**config.mk**
```make
export PLATFORM = sky130hd
export DESIGN_NAME = muldiv_sequencer
export DESIGN_NICKNAME = d
export VERILOG_FILES = /design/src/rtl/muldiv_sequencer.sv
export SDC_FILE = /design/constraint.sdc
export NUM_CORES = 1
export LEC_CHECK = 0
export CAP_MARGIN = 20
export CORE_ASPECT_RATIO = 1.25
export CORE_MARGIN = 1
export CORE_UTILIZATION = 55
export DETAILED_ROUTE_END_ITERATION = 8
export HOLD_SLACK_MARGIN = 0.05
export PLACE_DENSITY = 0.78
export SLEW_MARGIN = 40
export SYNTH_ARGS = -nofsm -noshare
export SYNTH_HDL_FRONTEND = slang
export SYNTH_SLANG_ARGS = --single-unit
```
**constraint.sdc**
```tcl
create_clock -name clk -period 4.4 [get_ports clk]
set_clock_uncertainty 0.15 [all_clocks]
set_input_delay 0.88 -clock clk [delete_from_list [all_inputs] [get_ports clk]]
set_output_delay 0.88 -clock clk [all_outputs]
set_load 0.005 [all_outputs]
```
**src/rtl/muldiv_sequencer.sv**
```systemverilog
// Iterative multiply/divide engine for the Execute stage: one result bit per
// cycle, owns HI/LO and stalls the pipeline while an operation is in flight.
//
// state  | meaning
// IDLE   | waiting for mult/multu/div/divu; mfhi/mflo served combinationally
// MUL    | WIDTH shift-add iterations on |a| * |b|
// DIV    | WIDTH restoring-division iterations on |a| / |b|
// FIX    | sign correction and divide-by-zero override
// DONE   | HI/LO written, done pulsed, instruction released
module muldiv_sequencer #(
  parameter int WIDTH = 32,
  parameter int CNT_W = 6
) (
  input  logic             clk,
  input  logic             reset,
  input  logic             start,
  input  logic [2:0]       funct,
  input  logic [WIDTH-1:0] a,
  input  logic [WIDTH-1:0] b,
  input  logic             flush,
  output logic             stall,
  output logic             done,
  output logic             div_by_zero,
  output logic [WIDTH-1:0] hi,
  output logic [WIDTH-1:0] lo,
  output logic [WIDTH-1:0] result
);

  localparam logic [2:0] S_IDLE = 3'd0;
  localparam logic [2:0] S_MUL  = 3'd1;
  localparam logic [2:0] S_DIV  = 3'd2;
  localparam logic [2:0] S_FIX  = 3'd3;
  localparam logic [2:0] S_DONE = 3'd4;

  localparam logic [2:0] F_MULT  = 3'b001;
  localparam logic [2:0] F_MULTU = 3'b010;
  localparam logic [2:0] F_DIV   = 3'b011;
  localparam logic [2:0] F_DIVU  = 3'b100;
  localparam logic [2:0] F_MFHI  = 3'b101;
  localparam logic [2:0] F_MFLO  = 3'b110;

  localparam logic [CNT_W-1:0] CNT_LAST = CNT_W'(WIDTH - 1);

  logic [2:0]         state;
  logic [CNT_W-1:0]   cnt;
  logic [2*WIDTH-1:0] acc;
  logic [WIDTH-1:0]   opnd;
  logic [WIDTH-1:0]   a_orig;
  logic               sa;
  logic               sb;
  logic               is_div;
  logic               dz;
  logic [WIDTH-1:0]   hi_q;
  logic [WIDTH-1:0]   lo_q;
  logic               dbz_q;

  logic               f_mul;
  logic               f_div;
  logic               f_sgn;
  logic               accept;
  logic [WIDTH-1:0]   a_abs;
  logic [WIDTH-1:0]   b_abs;
  logic [WIDTH:0]     mul_sum;
  logic [2*WIDTH-1:0] mul_next;
  logic [WIDTH:0]     rem_sh;
  logic               ge;
  logic [WIDTH-1:0]   rem_new;
  logic [2*WIDTH-1:0] div_next;
  logic [2*WIDTH-1:0] fix_val;

  always_comb begin
    f_mul  = (funct == F_MULT) || (funct == F_MULTU);
    f_div  = (funct == F_DIV)  || (funct == F_DIVU);
    f_sgn  = (funct == F_MULT) || (funct == F_DIV);
    accept = (state == S_IDLE) && start && !flush && (f_mul || f_div);
    a_abs  = (f_sgn && a[WIDTH-1]) ? -a : a;
    b_abs  = (f_sgn && b[WIDTH-1]) ? -b : b;
  end

  // Shift-add: the carry out of the upper-half add becomes the new MSB.
  always_comb begin
    mul_sum  = {1'b0, acc[2*WIDTH-1:WIDTH]} + (acc[0] ? {1'b0, opnd} : '0);
    mul_next = {mul_sum, acc[WIDTH-1:1]};
  end

  // Restoring step; a successful trial always leaves a remainder below the
  // divisor, so only the low WIDTH bits of the difference are needed.
  always_comb begin
    rem_sh   = acc[2*WIDTH-1:WIDTH-1];
    ge       = rem_sh >= {1'b0, opnd};
    rem_new  = ge ? (rem_sh[WIDTH-1:0] - opnd) : rem_sh[WIDTH-1:0];
    div_next = {rem_new, acc[WIDTH-2:0], ge};
  end

  always_comb begin
    fix_val = acc;
    if (dz) begin
      fix_val = {a_orig, {WIDTH{1'b1}}};
    end else if (is_div) begin
      fix_val[2*WIDTH-1:WIDTH] = sa ? -acc[2*WIDTH-1:WIDTH] : acc[2*WIDTH-1:WIDTH];
      fix_val[WIDTH-1:0]       = (sa ^ sb) ? -acc[WIDTH-1:0] : acc[WIDTH-1:0];
    end else if (sa ^ sb) begin
      fix_val = -acc;
    end
  end

  always_ff @(posedge clk) begin
    if (reset) begin
      state  <= S_IDLE;
      cnt    <= '0;
      acc    <= '0;
      opnd   <= '0;
      a_orig <= '0;
      sa     <= 1'b0;
      sb     <= 1'b0;
      is_div <= 1'b0;
      dz     <= 1'b0;
      hi_q   <= '0;
      lo_q   <= '0;
      dbz_q  <= 1'b0;
    end else begin
      case (state)
        S_IDLE: begin
          if (accept) begin
            acc    <= {{WIDTH{1'b0}}, f_div ? a_abs : b_abs};
            opnd   <= f_div ? b_abs : a_abs;
            a_orig <= a;
            sa     <= f_sgn && a[WIDTH-1];
            sb     <= f_sgn && b[WIDTH-1];
            is_div <= f_div;
            dz     <= f_div && (b == '0);
            cnt    <= '0;
            state  <= f_div ? S_DIV : S_MUL;
          end
        end
        S_MUL, S_DIV: begin
          if (flush) begin
            state <= S_IDLE;
          end else begin
            acc <= (state == S_DIV) ? div_next : mul_next;
            cnt <= cnt + CNT_W'(1);
            if (cnt == CNT_LAST) state <= S_FIX;
          end
        end
        S_FIX: begin
          if (flush) begin
            state <= S_IDLE;
          end else begin
            acc   <= fix_val;
            state <= S_DONE;
            if (dz) dbz_q <= 1'b1;
          end
        end
        S_DONE: begin
          state <= S_IDLE;
          if (!flush) begin
            hi_q <= acc[2*WIDTH-1:WIDTH];
            lo_q <= acc[WIDTH-1:0];
          end
        end
        default: state <= S_IDLE;
      endcase
    end
  end

  // Outputs are forced low during reset so the reset cycle itself is quiet.
  always_comb begin
    stall = !reset && (((state != S_IDLE) && (state != S_DONE)) ||
                       ((state == S_IDLE) && start && (f_mul || f_div)));
    done  = !reset && (state == S_DONE) && !flush;
    if (reset || !start)          result = '0;
    else if (funct == F_MFHI)     result = hi_q;
    else if (funct == F_MFLO)     result = lo_q;
    else                          result = '0;
  end

  assign hi          = hi_q;
  assign lo          = lo_q;
  assign div_by_zero = dbz_q;

endmodule

```
==> results of run 1 <==
-- per-stage QoR --
stage / cell area (um2) / setup slack, ps / instances
final: 19460 / 282.2 / 2888
after global routing: 19460 / 81.31 / 2887
after CTS: 19460 / 405.8 / 2887
after detailed placement: 18710 / 159.1 / 2848
after global placement: 18710 / 168.2 / 2848
after floorplan: 16330 / 700.4 / 2353
-- area by class of cell --
cell class | instances | area (um2) | share of cell area [%]
Antenna cell | 1 | 2.502 | 0.01286
Clock buffer | 29 | 628.1 | 3.227
Clock inverter | 10 | 120.1 | 0.6172
Inverter | 71 | 266.5 | 1.369
Multi-Input combinational cell | 1898 | 11260 | 57.85
Sequential cell | 206 | 4124 | 21.19
Tap cell | 396 | 495.5 | 2.546
Timing Repair Buffer | 277 | 2566 | 13.19
-- power groups by stage --
stage | clock network [W] | registers, W | logic (W)
floorplan | 0 | 0.00229 | 0.00404
global placement | 0 | 0.00246 | 0.00563
detailed placement | 0 | 0.00247 | 0.00567
CTS | 0.00198 | 0.00243 | 0.00572
global route | 0.00205 | 0.00247 | 0.00632
finish | 0.00198 | 0.00246 | 0.00588
-- worst reg2reg max path: cells and delay by family (launching register included) --
| family | cells | cell delay [ps] |
|---|---|---|
| AOI/OAI and AO/OA | 4 | 720 |
| and+or+nand+nor | 5 | 1920 |
| adders and majority gates | 1 | 310 |
| DFF | 1 | 310 |
| xor gates and xnor gates | 1 | 170 |
| buffers and inverters | 1 | 380 |
-- registers in the layout, indices dropped and copies added (netlist names) --
register and count:
cnt 6, state 3, is_div 1, sb 1
a_orig 32, hi 32, div_by_zero 1, lo 32
opnd 32, sa 1, acc 64, dz 1
-- kinds of logic after synthesis --
group                      share of synthesized area [%]
and+or+nand+nor                                    25.01
adders and majority gates                          5.533
muxes                                              1.977
buffers and inverters                              6.115
DFF                                                25.26
xor gates and xnor gates                           8.368
AOI/OAI and AO/OA                                  27.73
-- placed cells by master, fill, tap and decap left out, types with 19 or more instances in the layout --
cell type / netlist / final
o211ai_1: 43 / 43
nand3_1: 25 / 24
nor4_1: 21 / 21
buf_4: 4 / 103
clkdlybuf4s50_1: 0 / 168
nor3_1: 69 / 68
a21oi_1: 275 / 275
inv_1: 71 / 71
a22oi_1: 42 / 42
nor2_1: 278 / 277
nand2_1: 369 / 369
clkbuf_16: 0 / 23
or3_1: 29 / 28
a211oi_1: 48 / 48
mux2i_1: 30 / 30
a21o_1: 20 / 20
dfxtp_1: 206 / 206
xnor2_1: 93 / 93
a221oi_1: 24 / 24
ha_1: 69 / 69
nand2b_1: 19 / 19
o21ai_0: 145 / 145
xor2_1: 63 / 63
-- final timing paths --
check | start | end | cells after the start
max reg2reg | acc[0] | acc[58] | 12
max | acc[0] | acc[58] | 12
min reg2reg | opnd[11] | opnd[11] | 2
min | opnd[11] | opnd[11] | 2
-- metal layers --
metal | track usage (%) | vias to the layer above | share of wire, %
met5 | 0 | - | 0
met4 | 24.73 | 0 | 6.9
met3 | 5.574 | 232 | 9.6
met2 | 66.20 | 1063 | 45
met1 | 52.52 | 8638 | 39
li1 | - | 8609 | -
==> results by group, run 1 <==
Power
  – Clk pwr share: 19.1%
  – Internal: 0.005488 W
  – Sequential Power Share: 23.8%
  – Comb power frac: 57.0%
  – Switching share of power: 46.80%
  – Pwr Density: 530.1 nW/um2
  – Max VDD drop: 0.4331 mV
  – Total power: 0.01032 W
  – LEAKAGE: 7.189 nW
  – Psw: 0.004829 W

Worst setup path
  – Worst setup SP type: register
  – Worst path bufs/invs: 1
  – Worst setup path category: register to register
  – CP required: 4650 ps
  – Largest stage delay, worst path: 490 ps
  – Arrival time worst endpoint: 4360 ps
  – Crit-path slowest cell: or4b_4
  – Crit path capture type: register
  – Critical path, cell by cell: inv_1, ha_1, or4b_4, or3_1, nor4_2, o21a_2, nand2_1, nor3_1, xor2_1, o21ai_0, a221oi_1, a211oi_1
  – Crit path max-delay family: simple AND/OR/NAND/NOR gates
  – R2R setup slack: 280 ps
  – Worst-path maximum fanout: 11

Die
  – Core ar.: 29250 um2
  – Initial Utilization: 55.81%
  – Die H: 194.6 um
  – Die X: 156.1 um
  – Full die area: 30380 um2
  – FP Rows: 70
  – I/O pin count: 170

Timing
  – Setup Viol. Count Final: 0
  – Period utilization: 93.59%
  – Fin. Hold Viols: 0
  – Slew @ Worst Pin: 892.2 ps
  – Max Clk Rate: 0.2429 GHz
  – Slew margin rel.: 40.52%
  – Hold Slack: 304.3 ps
  – Min Tclk post-route: 4118 ps
  – RSZ-0062 raised after global routing: no
  – Fin. max-slew vios: 0
  – Post-Route Setup TNS: 0 ps

Final layout
  – Post-layout util: 66.53%
  – Area Overhead vs Synth: 19.20%
  – Share of cells above drive strength 1: 7.467%
  – Final nets: 2619
  – Fill cell count: 2694

Run status
  – Status: completed

Synthesis
  – Mapped Nets: 2495
  – Cells after Synth: 2353
  – EDFF count, synth: 0
  – Synth Register Bits: 206
  – Post-synth top area share: 25.26%
  – Most instantiated library cell after synthesis: nand2_1
  – Yosys warning count: 0
  – Register area share after synthesis: 25.26%
  – Ys flop type: dfxtp_1
  – Dominant cells by area after synthesis: dfxtp_1 (25%), nand2_1 (8.5%), a21oi_1 (8.4%)
  – Async SR Flop Fraction: 0%
  – Mapped cell area: 16330 um2
  – Mean Syn Cell Area: 6.939 um2
  – Synth cell types: 80
  – Post-synth top area cell: dfxtp_1
  – Most frequent cells after synthesis: nand2_1 (369), nor2_1 (278), a21oi_1 (275)

CTS
  – CTS buffer count: 23
  – H-tree depth: 1
  – Post-CTS sizing: 0
  – Hold buffer count at CTS: 0
  – Clock Path Buffers: 3
  – Worst skew pair latency: 550 ps
  – Root buffer cell: clkbuf_16
  – CTS Sinks: 206
  – Clock transition at the registers of the reported paths: 60 ps
  – CTS tree: built
  – Setup Buffers After CTS: 0

Drt
  – Routed WL: 64.01 mm
  – # DRC: 0
  – DR vias: 18540
  – First-pass DRT Iterations: 8
  – DR vias/cell: 6.420
  – Post-route ant nets: 0
  – Initial DRC count: 2433
  – Avg WL per Cell: 22.17 um

Global route
  – Vias in the first global route: 17110
  – Initial antenna violation count: 1
  – GRT Overall Usage: 41.32%
  – First-pass GRT wire length: 96.88 mm
  – Grt ovf: 0
  – Largest net degree at the start of global routing: 184

Placement
  – Hpwl dp: 48.15 mm
  – RePlAce Congestion: 0.9916
  – Port bufs: 169

Min path
  – Type of the most critical hold path: register to register

Flow run
  – Max Cap Viol: 0
(Power assumes the default switching activity.)
==> inputs of run 2 (changes only) <==
--- a/config.mk
+++ b/config.mk
@@ -5,13 +5,16 @@
 export SDC_FILE = /design/constraint.sdc
 export NUM_CORES = 1
 export LEC_CHECK = 0
+export ABC_CLOCK_PERIOD_IN_PS = 4400
 export CAP_MARGIN = 20
 export CORE_ASPECT_RATIO = 1.25
 export CORE_MARGIN = 1
 export CORE_UTILIZATION = 55
+export CTS_CLUSTER_DIAMETER = 150
 export DETAILED_ROUTE_END_ITERATION = 8
 export HOLD_SLACK_MARGIN = 0.05
 export PLACE_DENSITY = 0.78
+export SKIP_CTS_REPAIR_TIMING = 1
 export SLEW_MARGIN = 40
 export SYNTH_ARGS = -nofsm -noshare
 export SYNTH_HDL_FRONTEND = slang
==> results of run 2 <==
No change in the layout: final DEF, timing and power equal those of run 1.
